**src/rtl/sme_host_pkg.sv**
```systemverilog
// Shared types and defaults for the string-match engine host.
package sme_host_pkg;

  localparam int STR_MAX_DEF = 32;
  localparam int PAT_MAX_DEF = 8;
  localparam int TMO_DEF     = 255;

  typedef enum logic [1:0] {
    ST_IDLE     = 2'd0,
    ST_SEND_STR = 2'd1,
    ST_SEND_PAT = 2'd2,
    ST_WAIT     = 2'd3
  } state_e;

  typedef enum logic [1:0] {
    ERR_OK    = 2'd0,
    ERR_TMO   = 2'd1,
    ERR_EMPTY = 2'd2,
    ERR_OVF   = 2'd3
  } err_e;

endpackage

```
**src/rtl/sme_host_buf.sv**
```systemverilog
// Byte-wide load buffer: appends at the current length, flags sticky
// overflow on writes past DEPTH, and can restart from slot 0.
module sme_host_buf #(
  parameter int DEPTH = 8,
  parameter int AW    = $clog2(DEPTH),
  parameter int LW    = $clog2(DEPTH + 1)
) (
  input  logic          clk,
  input  logic          reset,
  input  logic          wr_en,
  input  logic [7:0]    wr_data,
  input  logic          wr_restart,
  input  logic          clr_len,
  input  logic          clr_ovf,
  input  logic [AW-1:0] rd_addr,
  output logic [7:0]    rd_data,
  output logic [LW-1:0] len,
  output logic          ovf
);

  logic [7:0]    mem_q [DEPTH];
  logic [LW-1:0] len_q, len_d;
  logic          ovf_q, ovf_d;
  logic          mem_we;
  logic [AW-1:0] mem_waddr;

  // Next length/overflow and write decode; a job-end clear beats a write.
  always_comb begin
    len_d     = len_q;
    ovf_d     = ovf_q;
    mem_we    = 1'b0;
    mem_waddr = '0;
    if (clr_len || clr_ovf) begin
      if (clr_len) len_d = '0;
      else         len_d = len_q;
      if (clr_ovf) ovf_d = 1'b0;
      else         ovf_d = ovf_q;
    end else if (wr_en) begin
      if (wr_restart) begin
        mem_we    = 1'b1;
        mem_waddr = '0;
        len_d     = LW'(1);
      end else if (len_q == LW'(DEPTH)) begin
        ovf_d = 1'b1;
      end else begin
        mem_we    = 1'b1;
        mem_waddr = len_q[AW-1:0];
        len_d     = len_q + LW'(1);
      end
    end else begin
      len_d = len_q;
    end
  end

  // Length and sticky overflow registers.
  always_ff @(posedge clk or posedge reset) begin
    if (reset) begin
      len_q <= '0;
      ovf_q <= 1'b0;
    end else begin
      len_q <= len_d;
      ovf_q <= ovf_d;
    end
  end

  // Byte storage; contents are don't-care until written.
  always_ff @(posedge clk) begin
    if (mem_we) mem_q[mem_waddr] <= wr_data;
  end

  assign rd_data = mem_q[rd_addr];
  assign len     = len_q;
  assign ovf     = ovf_q;

endmodule

```
**src/rtl/sme_host.sv**
```systemverilog
// Host sequencer for a string-match engine: streams the loaded string and
// pattern, then waits (with timeout) for the engine's result.
module sme_host
  import sme_host_pkg::*;
#(
  parameter int STR_MAX = STR_MAX_DEF,
  parameter int PAT_MAX = PAT_MAX_DEF,
  parameter int TMO     = TMO_DEF
) (
  input  logic       clk,
  input  logic       reset,
  input  logic       wr_en,
  input  logic       wr_sel,
  input  logic [7:0] wr_data,
  input  logic       start,
  input  logic       reuse_str,
  output logic [7:0] chardata,
  output logic       isstring,
  output logic       ispattern,
  input  logic       eng_valid,
  input  logic       eng_match,
  input  logic [4:0] eng_index,
  output logic       busy,
  output logic       res_valid,
  output logic       res_match,
  output logic [4:0] res_index,
  output logic [1:0] err
);

  state_e     state_q, state_d;
  logic [5:0] idx_q, idx_d;
  logic [7:0] cnt_q, cnt_d;
  logic       restart_q, restart_d;
  logic [7:0] chardata_q, chardata_d;
  logic       isstring_q, isstring_d, ispattern_q, ispattern_d;
  logic       busy_q, busy_d, res_valid_q, res_valid_d, res_match_q, res_match_d;
  logic [4:0] res_index_q, res_index_d;
  logic [1:0] err_q, err_d;

  logic       wr_ok, job_end;
  logic [7:0] str_rd, pat_rd;
  logic [5:0] slen;
  logic [3:0] plen;
  logic       str_ovf, pat_ovf;
  logic [4:0] str_raddr;
  logic [2:0] pat_raddr;

  assign wr_ok     = wr_en & ~busy_q;
  // Read slot 0 ahead of each phase so the first byte is ready on entry.
  assign str_raddr = (state_q == ST_SEND_STR) ? idx_q[4:0] : 5'd0;
  assign pat_raddr = (state_q == ST_SEND_PAT) ? idx_q[2:0] : 3'd0;

  sme_host_buf #(.DEPTH(STR_MAX)) u_str (
    .clk(clk), .reset(reset), .wr_en(wr_ok & ~wr_sel), .wr_data(wr_data),
    .wr_restart(restart_q), .clr_len(1'b0), .clr_ovf(job_end),
    .rd_addr(str_raddr), .rd_data(str_rd), .len(slen), .ovf(str_ovf)
  );

  sme_host_buf #(.DEPTH(PAT_MAX)) u_pat (
    .clk(clk), .reset(reset), .wr_en(wr_ok & wr_sel), .wr_data(wr_data),
    .wr_restart(1'b0), .clr_len(job_end), .clr_ovf(job_end),
    .rd_addr(pat_raddr), .rd_data(pat_rd), .len(plen), .ovf(pat_ovf)
  );

  // Next-state and next-output logic; outputs describe the coming cycle.
  always_comb begin
    state_d     = state_q;
    idx_d       = idx_q;
    cnt_d       = cnt_q;
    chardata_d  = 8'd0;
    isstring_d  = 1'b0;
    ispattern_d = 1'b0;
    busy_d      = busy_q;
    res_valid_d = 1'b0;
    res_match_d = res_match_q;
    res_index_d = res_index_q;
    err_d       = err_q;
    job_end     = 1'b0;
    case (state_q)
      ST_IDLE: begin
        if (!start) begin
          state_d = ST_IDLE;
        end else if (str_ovf || pat_ovf) begin
          res_valid_d = 1'b1;
          res_match_d = 1'b0;
          res_index_d = 5'd0;
          err_d       = ERR_OVF;
          job_end     = 1'b1;
        end else if (plen == 4'd0 || (slen == 6'd0 && !reuse_str)) begin
          res_valid_d = 1'b1;
          res_match_d = 1'b0;
          res_index_d = 5'd0;
          err_d       = ERR_EMPTY;
          job_end     = 1'b1;
        end else if (!reuse_str) begin
          state_d    = ST_SEND_STR;
          chardata_d = str_rd;
          isstring_d = 1'b1;
          idx_d      = 6'd1;
          busy_d     = 1'b1;
        end else begin
          state_d     = ST_SEND_PAT;
          chardata_d  = pat_rd;
          ispattern_d = 1'b1;
          idx_d       = 6'd1;
          busy_d      = 1'b1;
        end
      end
      ST_SEND_STR: begin
        if (idx_q < slen) begin
          chardata_d = str_rd;
          isstring_d = 1'b1;
          idx_d      = idx_q + 6'd1;
        end else begin
          state_d     = ST_SEND_PAT;
          chardata_d  = pat_rd;
          ispattern_d = 1'b1;
          idx_d       = 6'd1;
        end
      end
      ST_SEND_PAT: begin
        if (idx_q < {2'b00, plen}) begin
          chardata_d  = pat_rd;
          ispattern_d = 1'b1;
          idx_d       = idx_q + 6'd1;
        end else begin
          state_d = ST_WAIT;
          cnt_d   = 8'd0;
        end
      end
      ST_WAIT: begin
        if (eng_valid) begin
          state_d     = ST_IDLE;
          busy_d      = 1'b0;
          res_valid_d = 1'b1;
          res_match_d = eng_match;
          res_index_d = eng_index;
          err_d       = ERR_OK;
          job_end     = 1'b1;
        end else if (cnt_q == 8'(TMO)) begin
          state_d     = ST_IDLE;
          busy_d      = 1'b0;
          res_valid_d = 1'b1;
          res_match_d = 1'b0;
          res_index_d = 5'd0;
          err_d       = ERR_TMO;
          job_end     = 1'b1;
        end else begin
          cnt_d = cnt_q + 8'd1;
        end
      end
      default: begin
        state_d = ST_IDLE;
        busy_d  = 1'b0;
      end
    endcase
  end

  // Restart flag: armed at job end, consumed by the next string write.
  always_comb begin
    if (job_end)                restart_d = 1'b1;
    else if (wr_ok && !wr_sel)  restart_d = 1'b0;
    else                        restart_d = restart_q;
  end

  // State and registered outputs.
  always_ff @(posedge clk or posedge reset) begin
    if (reset) begin
      state_q     <= ST_IDLE;
      idx_q       <= 6'd0;
      cnt_q       <= 8'd0;
      restart_q   <= 1'b0;
      chardata_q  <= 8'd0;
      isstring_q  <= 1'b0;
      ispattern_q <= 1'b0;
      busy_q      <= 1'b0;
      res_valid_q <= 1'b0;
      res_match_q <= 1'b0;
      res_index_q <= 5'd0;
      err_q       <= 2'd0;
    end else begin
      state_q     <= state_d;
      idx_q       <= idx_d;
      cnt_q       <= cnt_d;
      restart_q   <= restart_d;
      chardata_q  <= chardata_d;
      isstring_q  <= isstring_d;
      ispattern_q <= ispattern_d;
      busy_q      <= busy_d;
      res_valid_q <= res_valid_d;
      res_match_q <= res_match_d;
      res_index_q <= res_index_d;
      err_q       <= err_d;
    end
  end

  assign chardata  = chardata_q;
  assign isstring  = isstring_q;
  assign ispattern = ispattern_q;
  assign busy      = busy_q;
  assign res_valid = res_valid_q;
  assign res_match = res_match_q;
  assign res_index = res_index_q;
  assign err       = err_q;

endmodule

```
**config.mk**
```make
export PLATFORM = sky130hd
export DESIGN_NAME = sme_host
export DESIGN_NICKNAME = d
export VERILOG_FILES = /design/src/rtl/sme_host_pkg.sv /design/src/rtl/sme_host_buf.sv /design/src/rtl/sme_host.sv
export SDC_FILE = /design/constraint.sdc
export NUM_CORES = 1
export LEC_CHECK = 0
export CAP_MARGIN = 10
export CORE_UTILIZATION = 56
export DETAILED_ROUTE_END_ITERATION = 10
export PLACE_DENSITY = 0.76
export SLEW_MARGIN = 5
export SYNTH_ARGS = -nofsm -noshare
export SYNTH_HDL_FRONTEND = slang
export SYNTH_HIERARCHICAL = 1
export SYNTH_SLANG_ARGS = --single-unit
```
**constraint.sdc**
```tcl
create_clock -name clk -period 3.8 [get_ports clk]
set_input_delay 1.14 -clock clk [delete_from_list [all_inputs] [get_ports clk]]
set_output_delay 1.14 -clock clk [all_outputs]
set_load 0.005 [all_outputs]
```
==> reports/qor.yml, run 1 <==
status:
  outcome: "finished clean"
synth:
  ys_ff_latch: 369
  syn_area_sq_um: 15510
  synth_ff_type: "edfxtp_1"
  synth_area_per_cell_sq_um: 18.16
  ys_async_sr_fraction: 0.1328
  ys_types: 68
  yosysSeqAreaShare: 0.6985
  ys_warn_count: 6
  synth_cells: 854
  synth_edf_count: 320
power:
  p_seq_frac: 0.478
  p_comb_frac: 0.141
  powerDensity_nw_per_um2: 530.2
  leakage_nw: 6.166
  clkPwrFrac: 0.381
  internal_power_mw: 7.345
  ir_worst_vdd_mv: 0.5297
  p_sw_mw: 2.256
  p_sw_frac: 0.2350
clock_tree:
  ctsHoldBuffers: 0
  cts.htree.levels: 2
  cts_buffer_depth: 3
  cts_setup_buffers: 0
  cts_tree: "built"
  clock-sinks: 369
  clk_latency_ns: 0.53
  numCtsBuffers: 37
  post_cts_resized: 0
  cts-root-buf: "clkbuf_16"
  path_clk_slew_ns: 0.06
timing:
  period_minus_slack_ns: 3.678
  maxSlewViolCount: 0
  grt_setup_unrepaired: "false"
  tns_ns: 0
  tightest_slew_ns: 0.8662
  finClkSkew_ns: 0.01531
  relSlewSlack: 0.4226
  hold_ws_ns: 0.5016
  post-route-period-util: 0.9680
  hold_viol_final: 0
  fmax_ghz: 0.2719
  setup_viol: 0
setup_path:
  crit_chain: "clkdlybuf4s50_1 > nor4_1 > a211o_4 > nand3_1 > a21oi_1 > or4b_2 > a311o_1 > buf_4 > nor2_1 > buf_4"
  crit_arrival_ns: 3.91
  startpoint: "reuse_str"
  slowest_delay_ns: 0.76
  cp-start-kind: "input pin"
  end_kind: "register"
  cp_max_fo: 8
  crit_top_cell: "buf_4"
  slowest_stage: "or4b_2"
  worstPathRequired_ns: 4.03
  timing.rr.start: "cnt_q[0]$_DFFE_PP0P_"
  crit_type: "input pin to register"
floorplanning:
  die_y_um: 168.4
  io_pins: 41
  num_rows: 60
  fp.dieW_um: 168.4
  die_area_sq_um: 28370
  start_util: 0.5740
  core_sq_um: 27030
global_route:
  grtUsageTotal: 0.2507
  antenna_found_initial: 0
  grt_max_degree: 41
  first_global_vias: 8455
  grt_overflow: 0
  grt_pass1_wl_mm: 51.82
route:
  drc: 0
  vias: 8559
  viasPerCell: 6.326
  drtPass1Iterations: 5
  wl_per_cell_um: 25.05
  wl_mm: 33.89
  ant_nets: 0
  drtIter0Drc: 937
run:
  max-cap-violations: 0
cells_and_area:
  drive_gt1_frac: 0.2540
  area_growth_pct: 16.75
  final_cell_mix: "320 x edfxtp_1, 81 x mux4_2, 78 x buf_4"
  diodes: 0
  fillers: 1762
  nets: 1029
  final_common_cell: "edfxtp_1"
place:
  gp_congestion: 0.8724
  portBuffers: 40
  dp_hpwl_mm: 21.21
min_path:
  min_from: "res_match$_DFFE_PP0P_"
  min_path_type: "register to register"
==> registers in the layout, summed over array words and instances (netlist names), 2 cells and up <==
register / cells
state_q: 2
u_pat/mem_q: 64
idx_q: 6
res_index: 5
u_str/len: 6
u_str/mem_q: 256
err: 2
cnt_q: 8
chardata: 8
u_pat/len: 4
==> final timing paths <==
path | endpoint | slack, ns | depth (start not counted)
setup / recovery | u_str/mem_q[11][7]$_DFFE_PP_ | 0.12 | 10
hold / removal | res_match$_DFFE_PP0P_ | 0.50 | 1
setup reg to reg | u_str/mem_q[11][7]$_DFFE_PP_ | 0.45 | 10
hold reg to reg | res_match$_DFFE_PP0P_ | 0.50 | 1
max in group asynchronous | chardata[0]$_DFF_PP0_ | 2.28 | 3
min in group asynchronous | u_pat/ovf$_DFFE_PP0P_ | 0.96 | 2
==> per-layer routing <==
layer / vias up / part of all wire / track usage
met5: - / 0 / 0
met4: 0 / 0.027 / 0.07708
met3: 70 / 0.075 / 0.04020
met2: 405 / 0.49 / 0.4034
met1: 4378 / 0.41 / 0.3572
li1: 3706 / - / -
==> stage by stage <==
stage               utilization  power (mW)  area [sq um]  std cells  setup slack [ns]
CTS                      0.6700       9.661         18110       1353            0.1611
detailed placement       0.6248       6.013         16880       1290           -0.3233
finish                   0.6701       9.602         18110       1353            0.1216
global route             0.6701       9.933         18110       1353           0.04176
floorplan                     -       5.529         15540        861           0.03418
global placement         0.6248       5.983         16880       1290           -0.2348
==> cells by family after synthesis <==
family / share of synthesized area
adders and majority gates: 0.01613
DFF: 0.6985
other: 0.0002417
muxes: 0.1637
buffers and inverters: 0.02331
and+or+nand+nor: 0.05686
AOI/OAI and AO/OA: 0.04122
==> power by group through the flow <==
stage	Clock, mW	Sequential [mW]	Combinational (mW)
2_1_floorplan	0	4.66	0.874
3_3_place_gp	0	4.67	1.31
3_5_place_dp	0	4.67	1.34
4_1_cts	3.72	4.59	1.35
5_1_grt	3.86	4.60	1.47
6_report	3.66	4.59	1.36
==> worst max-delay path: cells and delay by family <==
| family | cells | cell delay [ns] |
|---|---|---|
| AND/OR/NAND/NOR | 4 | 1.08 |
| buffers and inverters | 3 | 0.85 |
| AO/OA/AOI/OAI | 3 | 0.84 |
==> final cells by class <==
type                       count  area, sq um  area share
multi-input combinational    412         4357      0.2406
tap                          341        426.7     0.02356
timing repair buffer         124         1106     0.06107
clock inverter                 9        168.9    0.009326
sequential                   369        10840      0.5983
clock buffer                  54         1052     0.05810
inverter                      44        165.2    0.009119
==> cells in the mapped netlist, drive strengths merged, types with 5 or more instances <==
master   instances  area, sq um
nor3            10        50.05
edfxtp         320         9609
o2111ai          5        43.79
and3             8        50.05
or4              5        41.29
o32ai            9        78.83
and2            10        62.56
buf             21        138.9
inv             44        165.2
mux2            27        311.5
o21ai           19        95.09
a21o             6        45.04
ha              20        250.2
nand2b           6        37.54
nand3           17        85.08
nor2            51        193.9
nor4             5        31.28
or2              5        33.78
dfrtp           49         1226
clkbuf          15        57.55
mux4            96         2218
nand2           29        108.9
a21oi           16        80.08
(Power assumes the default switching activity.)
==> run 2, diff against run 1 <==
MAX_ROUTING_LAYER = met4   (was unset)
SLEW_MARGIN = unset   (was 5)
==> run 2 against run 1 <==
Net effect: clock skew increased by 0.00064 ns; maximum frequency decreased by 0.39%; count of clock-buffer cells in the layout unchanged; die area unchanged; sequential share of layout area unchanged; first-iteration DRC count decreased by 4.2%; total power about the same; clock power about the same; sequential cell count unchanged; critical endpoint unchanged; critical path depth unchanged; critical path type unchanged.
==> reports/qor.yml, run 2 (synthesis results as in run 1) <==
status:
  outcome: "finished clean"
route:
  vias: 8580
  viasPerCell: 6.341
  drc: 0
  drtIter0Drc: 898
  ant_nets: 0
  wl_per_cell_um: 24.99
  drtPass1Iterations: 5
  wl_mm: 33.82
clock_tree:
  numCtsBuffers: 37
  cts_buffer_depth: 3
  path_clk_slew_ns: 0.06
  cts_tree: "built"
  ctsHoldBuffers: 0
  clock-sinks: 369
  cts-root-buf: "clkbuf_16"
  clk_latency_ns: 0.54
  cts.htree.levels: 2
setup_path:
  slowest_stage: "or4b_2"
  end_kind: "register"
  crit_arrival_ns: 3.93
  cp-start-kind: "input pin"
  cp_max_fo: 8
  crit_chain: "clkdlybuf4s50_1 > nor4_1 > a211o_4 > nand3_1 > a21oi_1 > or4b_2 > a311o_1 > buf_4 > nor2_1 > buf_4"
  reg2reg_slack_ns: 0.44
  reg2reg_depth: 10
  startpoint: "reuse_str"
  timing.rr.start: "cnt_q[0]$_DFFE_PP0P_"
  worstPathRequired_ns: 4.03
  cp-endpoint: "u_str/mem_q[11][7]$_DFFE_PP_"
  slowest_delay_ns: 0.76
  crit_type: "input pin to register"
  crit_top_cell: "buf_4"
  reg2reg_to: "u_str/mem_q[11][7]$_DFFE_PP_"
floorplanning:
  fp.dieW_um: 168.4
  die_y_um: 168.4
  start_util: 0.5740
  num_rows: 60
  die_area_sq_um: 28370
  core_sq_um: 27030
  io_pins: 41
cells_and_area:
  drive_gt1_frac: 0.2540
  nets: 1029
  largest_reg_flops: 256
  reg_top3: "u_str/mem_q: 256 flops, u_pat/mem_q: 64 flops"
  final_area_sq_um: 18110
  final_common_cell: "edfxtp_1"
  area_growth_pct: 16.75
  multi_input_area_sq_um: 4357
  top_register: "u_str/mem_q"
  finalNonFillerCells: 1353
  fillers: 1762
  seq_area_sq_um: 10840
  fin_util: 0.6701
  diodes: 0
  final_cell_mix: "320 x edfxtp_1, 81 x mux4_2, 78 x buf_4"
timing:
  setup_ws_ns: 0.1073
  grt_setup_unrepaired: "false"
  period_minus_slack_ns: 3.693
  tightest_slew_ns: 0.8941
  hold_ws_ns: 0.5018
  maxSlewViolCount: 0
  post-route-period-util: 0.9718
  setup_viol: 0
  fmax_ghz: 0.2708
  relSlewSlack: 0.4039
  hold_viol_final: 0
  finClkSkew_ns: 0.01595
global_route:
  grt.busiest_layer: "met2"
  grt_max_degree: 41
  grt_util_met1: 0.3573
  grt_overflow: 0
  grt_pass1_wl_mm: 51.87
  grtUsageTotal: 0.2589
  grtUsageMet3: 0.03973
  first_global_vias: 8444
  antenna_found_initial: 0
  grtUsageMet2: 0.4057
run:
  max-cap-violations: 0
power:
  ir_worst_vdd_mv: 0.5251
  powerDensity_nw_per_um2: 530.6
  leakage_nw: 6.166
place:
  place_inst: 1290
  dp_slack_ns: -0.3233
  portBuffers: 40
  gp_congestion: 0.8867
  dpl_cell_area_sq_um: 16880
  dp_hpwl_mm: 21.21
min_path:
  min_path_type: "register to register"
## run 2: cell counts in the layout (fill, tap and decap cells not counted)
Identical to the previous run, type by type.
## run 2: power breakdown
group          switching [mW]  internal, mW
sequential             0.0895          4.50
clock                    1.46          2.20
combinational           0.713         0.644
## run 2: what timing repair did
action / in CTS / in global routing
buffers inserted: 0 / 0
gates resized for setup: 0 / 1
setup endpoints to repair: 0 / 8
## run 2: per-layer routing
layer	up-vias	share of wire
li1	3707	-
met1	4402	0.41
met2	401	0.49
met3	70	0.072
met4	0	0.025
met5	-	0
## run 2: stage by stage
step                      power, mW  setup TNS, ns
after floorplan               5.529              0
after global placement        5.983         -27.94
after detailed placement      6.013         -48.41
after CTS                     9.661              0
after global routing          9.936              0
final                         9.610              0
## run 2: layout make-up
| cell class | count | share of cell area |
|---|---|---|
| Clock buffer | 54 | 0.05810 |
| Clock inverter | 9 | 0.009326 |
| Inverter | 44 | 0.009119 |
| Multi-Input combinational cell | 412 | 0.2406 |
| Sequential cell | 369 | 0.5983 |
| Tap cell | 341 | 0.02356 |
| Timing Repair Buffer | 124 | 0.06107 |
## run 2: critical path, delay by kind of cell
kind	cells	cell delay, ns
buffers and inverters	3	0.85
AND/OR/NAND/NOR	4	1.08
AO/OA/AOI/OAI	3	0.84
## run 2: how the worst min path moves through the flow
| stage | startpoint | endpoint | slack, ns | cells past startpoint |
|---|---|---|---|---|
| after detailed placement | res_match$_DFFE_PP0P_ | res_match$_DFFE_PP0P_ | 0.49 | 1 |
| after global routing | res_match$_DFFE_PP0P_ | res_match$_DFFE_PP0P_ | 0.51 | 1 |
| final | res_match$_DFFE_PP0P_ | res_match$_DFFE_PP0P_ | 0.50 | 1 |
| after global placement | err[1]$_DFFE_PP0P_ | err[1]$_DFFE_PP0P_ | 0.49 | 1 |
| after CTS | res_match$_DFFE_PP0P_ | res_match$_DFFE_PP0P_ | 0.51 | 1 |
| after floorplan | u_pat/ovf$_DFFE_PP0P_ | u_pat/ovf$_DFFE_PP0P_ | 0.47 | 2 |
==> run 3, diff against run 2 <==
CELL_PAD_IN_SITES_DETAIL_PLACEMENT = 1   (was unset)
CELL_PAD_IN_SITES_GLOBAL_PLACEMENT = 2   (was unset)
CORE_UTILIZATION = 43   (was 56)
==> run 3 against run 2 <==
Net effect: first-iteration DRC count decreased by 35%; sequential share of layout area shrank 0.62 points; count of clock-buffer cells in the layout decreased by 8; final cell count rose by 10%; largest cell class unchanged.
==> reports/qor.yml, run 3 (synthesis results as in run 1) <==
setup_path:
  worstPathRequired_ns: 4.02
  crit_arrival_ns: 3.85
  cp-start-kind: "input pin"
  slowest_stage: "or4b_2"
  crit_type: "input pin to register"
  startpoint: "reuse_str"
  crit_chain: "clkdlybuf4s50_1 > nor4_1 > a211o_4 > nand3_1 > a21oi_1 > or4b_2 > a311o_1 > buf_4 > nor2_1 > buf_4"
  critPathTopFamily: "simple AND/OR/NAND/NOR gates"
  cp_max_fo: 8
  end_kind: "register"
  critPathBufInv: 3
  timing.rr.start: "cnt_q[0]$_DFFE_PP0P_"
  slowest_delay_ns: 0.72
  crit_top_cell: "buf_4"
floorplanning:
  core_sq_um: 35570
  die_area_sq_um: 36840
  io_pins: 41
  die_y_um: 191.9
  start_util: 0.4361
  num_rows: 69
  fp.dieW_um: 191.9
power:
  leakage_nw: 6.208
  powerDensity_nw_per_um2: 529.7
  ir_worst_vdd_mv: 0.3616
route:
  vias: 8470
  drtPass1Iterations: 5
  drc: 0
  drtIter0Drc: 586
  wl_mm: 36.48
  wl_per_cell_um: 24.52
  ant_nets: 0
  viasPerCell: 5.692
cells_and_area:
  fillers: 3321
  final_area_sq_um: 18300
  fin_util: 0.5145
  drive_gt1_frac: 0.2629
  top_register: "u_str/mem_q"
  final_cell_mix: "320 x edfxtp_1, 89 x buf_4, 81 x mux4_2"
  reg_top3: "u_str/mem_q: 256 flops, u_pat/mem_q: 64 flops"
  largest_reg_flops: 256
  final_common_cell: "edfxtp_1"
  multi_input_area_sq_um: 4352
  seq_area_sq_um: 10840
  diodes: 0
  area_growth_pct: 17.97
  nets: 1039
  finalNonFillerCells: 1488
timing:
  finClkSkew_ns: 0.02311
  period_minus_slack_ns: 3.629
  post-route-period-util: 0.9551
  relSlewSlack: 0.3540
  maxSlewViolCount: 0
  hold_viol_final: 0
  tightest_slew_ns: 0.9691
  fmax_ghz: 0.2755
  setup_viol: 0
  grt_setup_unrepaired: "false"
clock_tree:
  cts_buffer_depth: 3
  ctsHoldBuffers: 0
  cts_setup_buffers: 0
  post_cts_resized: 0
  cts-root-buf: "clkbuf_16"
  numCtsBuffers: 39
  clk_latency_ns: 0.53
  cts.htree.levels: 2
  path_clk_slew_ns: 0.06
  clock-sinks: 369
  cts_tree: "built"
status:
  outcome: "finished clean"
global_route:
  grt_max_degree: 65
  first_global_vias: 8754
  antenna_found_initial: 0
  grtUsageTotal: 0.2121
  grt_overflow: 0
  grt_pass1_wl_mm: 55.64
min_path:
  min_path_type: "register to register"
  min_from: "res_index[1]$_DFFE_PP0P_"
place:
  portBuffers: 40
  gp_congestion: 0.8115
  dpl_cell_area_sq_um: 17060
  place_inst: 1418
  dp_hpwl_mm: 23.56
run:
  max-cap-violations: 0
[run 3: cell types whose count changed in the layout (fill, tap and decap cells not counted), moves of 2 or more]
| cell | before | now |
|---|---|---|
| buf_4 | 78 | 89 |
| clkbuf_8 | 2 | 0 |
| buf_12 | 6 | 3 |
| clkinv_2 | 1 | 6 |
| clkbuf_1 | 13 | 7 |
| clkinvlp_4 | 0 | 2 |
| clkinv_1 | 2 | 9 |
[run 3: final cells by class]
class	instances	area share
sequential	369	0.5921
multi-input combinational	412	0.2378
timing repair buffer	132	0.06167
clock buffer	46	0.05477
tap	461	0.03152
clock inverter	24	0.01313
inverter	44	0.009025
[run 3: through the flow]
| step | power (mW) | setup slack [ns] | hold WS, ns | setup TNS, ns |
|---|---|---|---|---|
| 2_1_floorplan | 5.529 | 0.03418 | 0.4675 | 0 |
| 3_3_place_gp | 6.063 | -0.2460 | 0.4886 | -33.92 |
| 3_5_place_dp | 6.091 | -0.3269 | 0.4969 | -48.12 |
| 4_1_cts | 9.795 | 0.1938 | 0.5101 | 0 |
| 5_1_grt | 10.05 | 0.07636 | 0.5314 | 0 |
| 6_report | 9.693 | 0.1708 | 0.5083 | 0 |
[run 3: worst paths after layout]
check	slack (ns)	depth (start not counted)	end
worst min register to register	0.51	1	res_index[1]$_DFFE_PP0P_
worst max register to register	0.50	10	u_str/mem_q[15][5]$_DFFE_PP_
min in group asynchronous	0.95	2	u_pat/len[3]$_DFFE_PP0P_
worst max-delay path	0.17	10	u_str/mem_q[15][5]$_DFFE_PP_
worst min-delay path	0.51	1	res_index[1]$_DFFE_PP0P_
max in group asynchronous	2.28	3	err[0]$_DFFE_PP0P_
[run 3: report_power, final]
group / internal [mW] / total (mW) / switching (mW)
logic: 0.659 / 1.40 / 0.742
registers: 4.50 / 4.60 / 0.0967
clock network: 2.17 / 3.69 / 1.53
total: 7.33 / 9.69 / 2.37
[run 3: layer usage]
layer / vias up / wire length [um] / track usage
met5: - / 0 / -
met4: 0 / 642 / 0.04640
met3: 48 / 1607 / 0.03015
met2: 220 / 17910 / 0.3374
met1: 4476 / 16320 / 0.2915
li1: 3726 / - / -
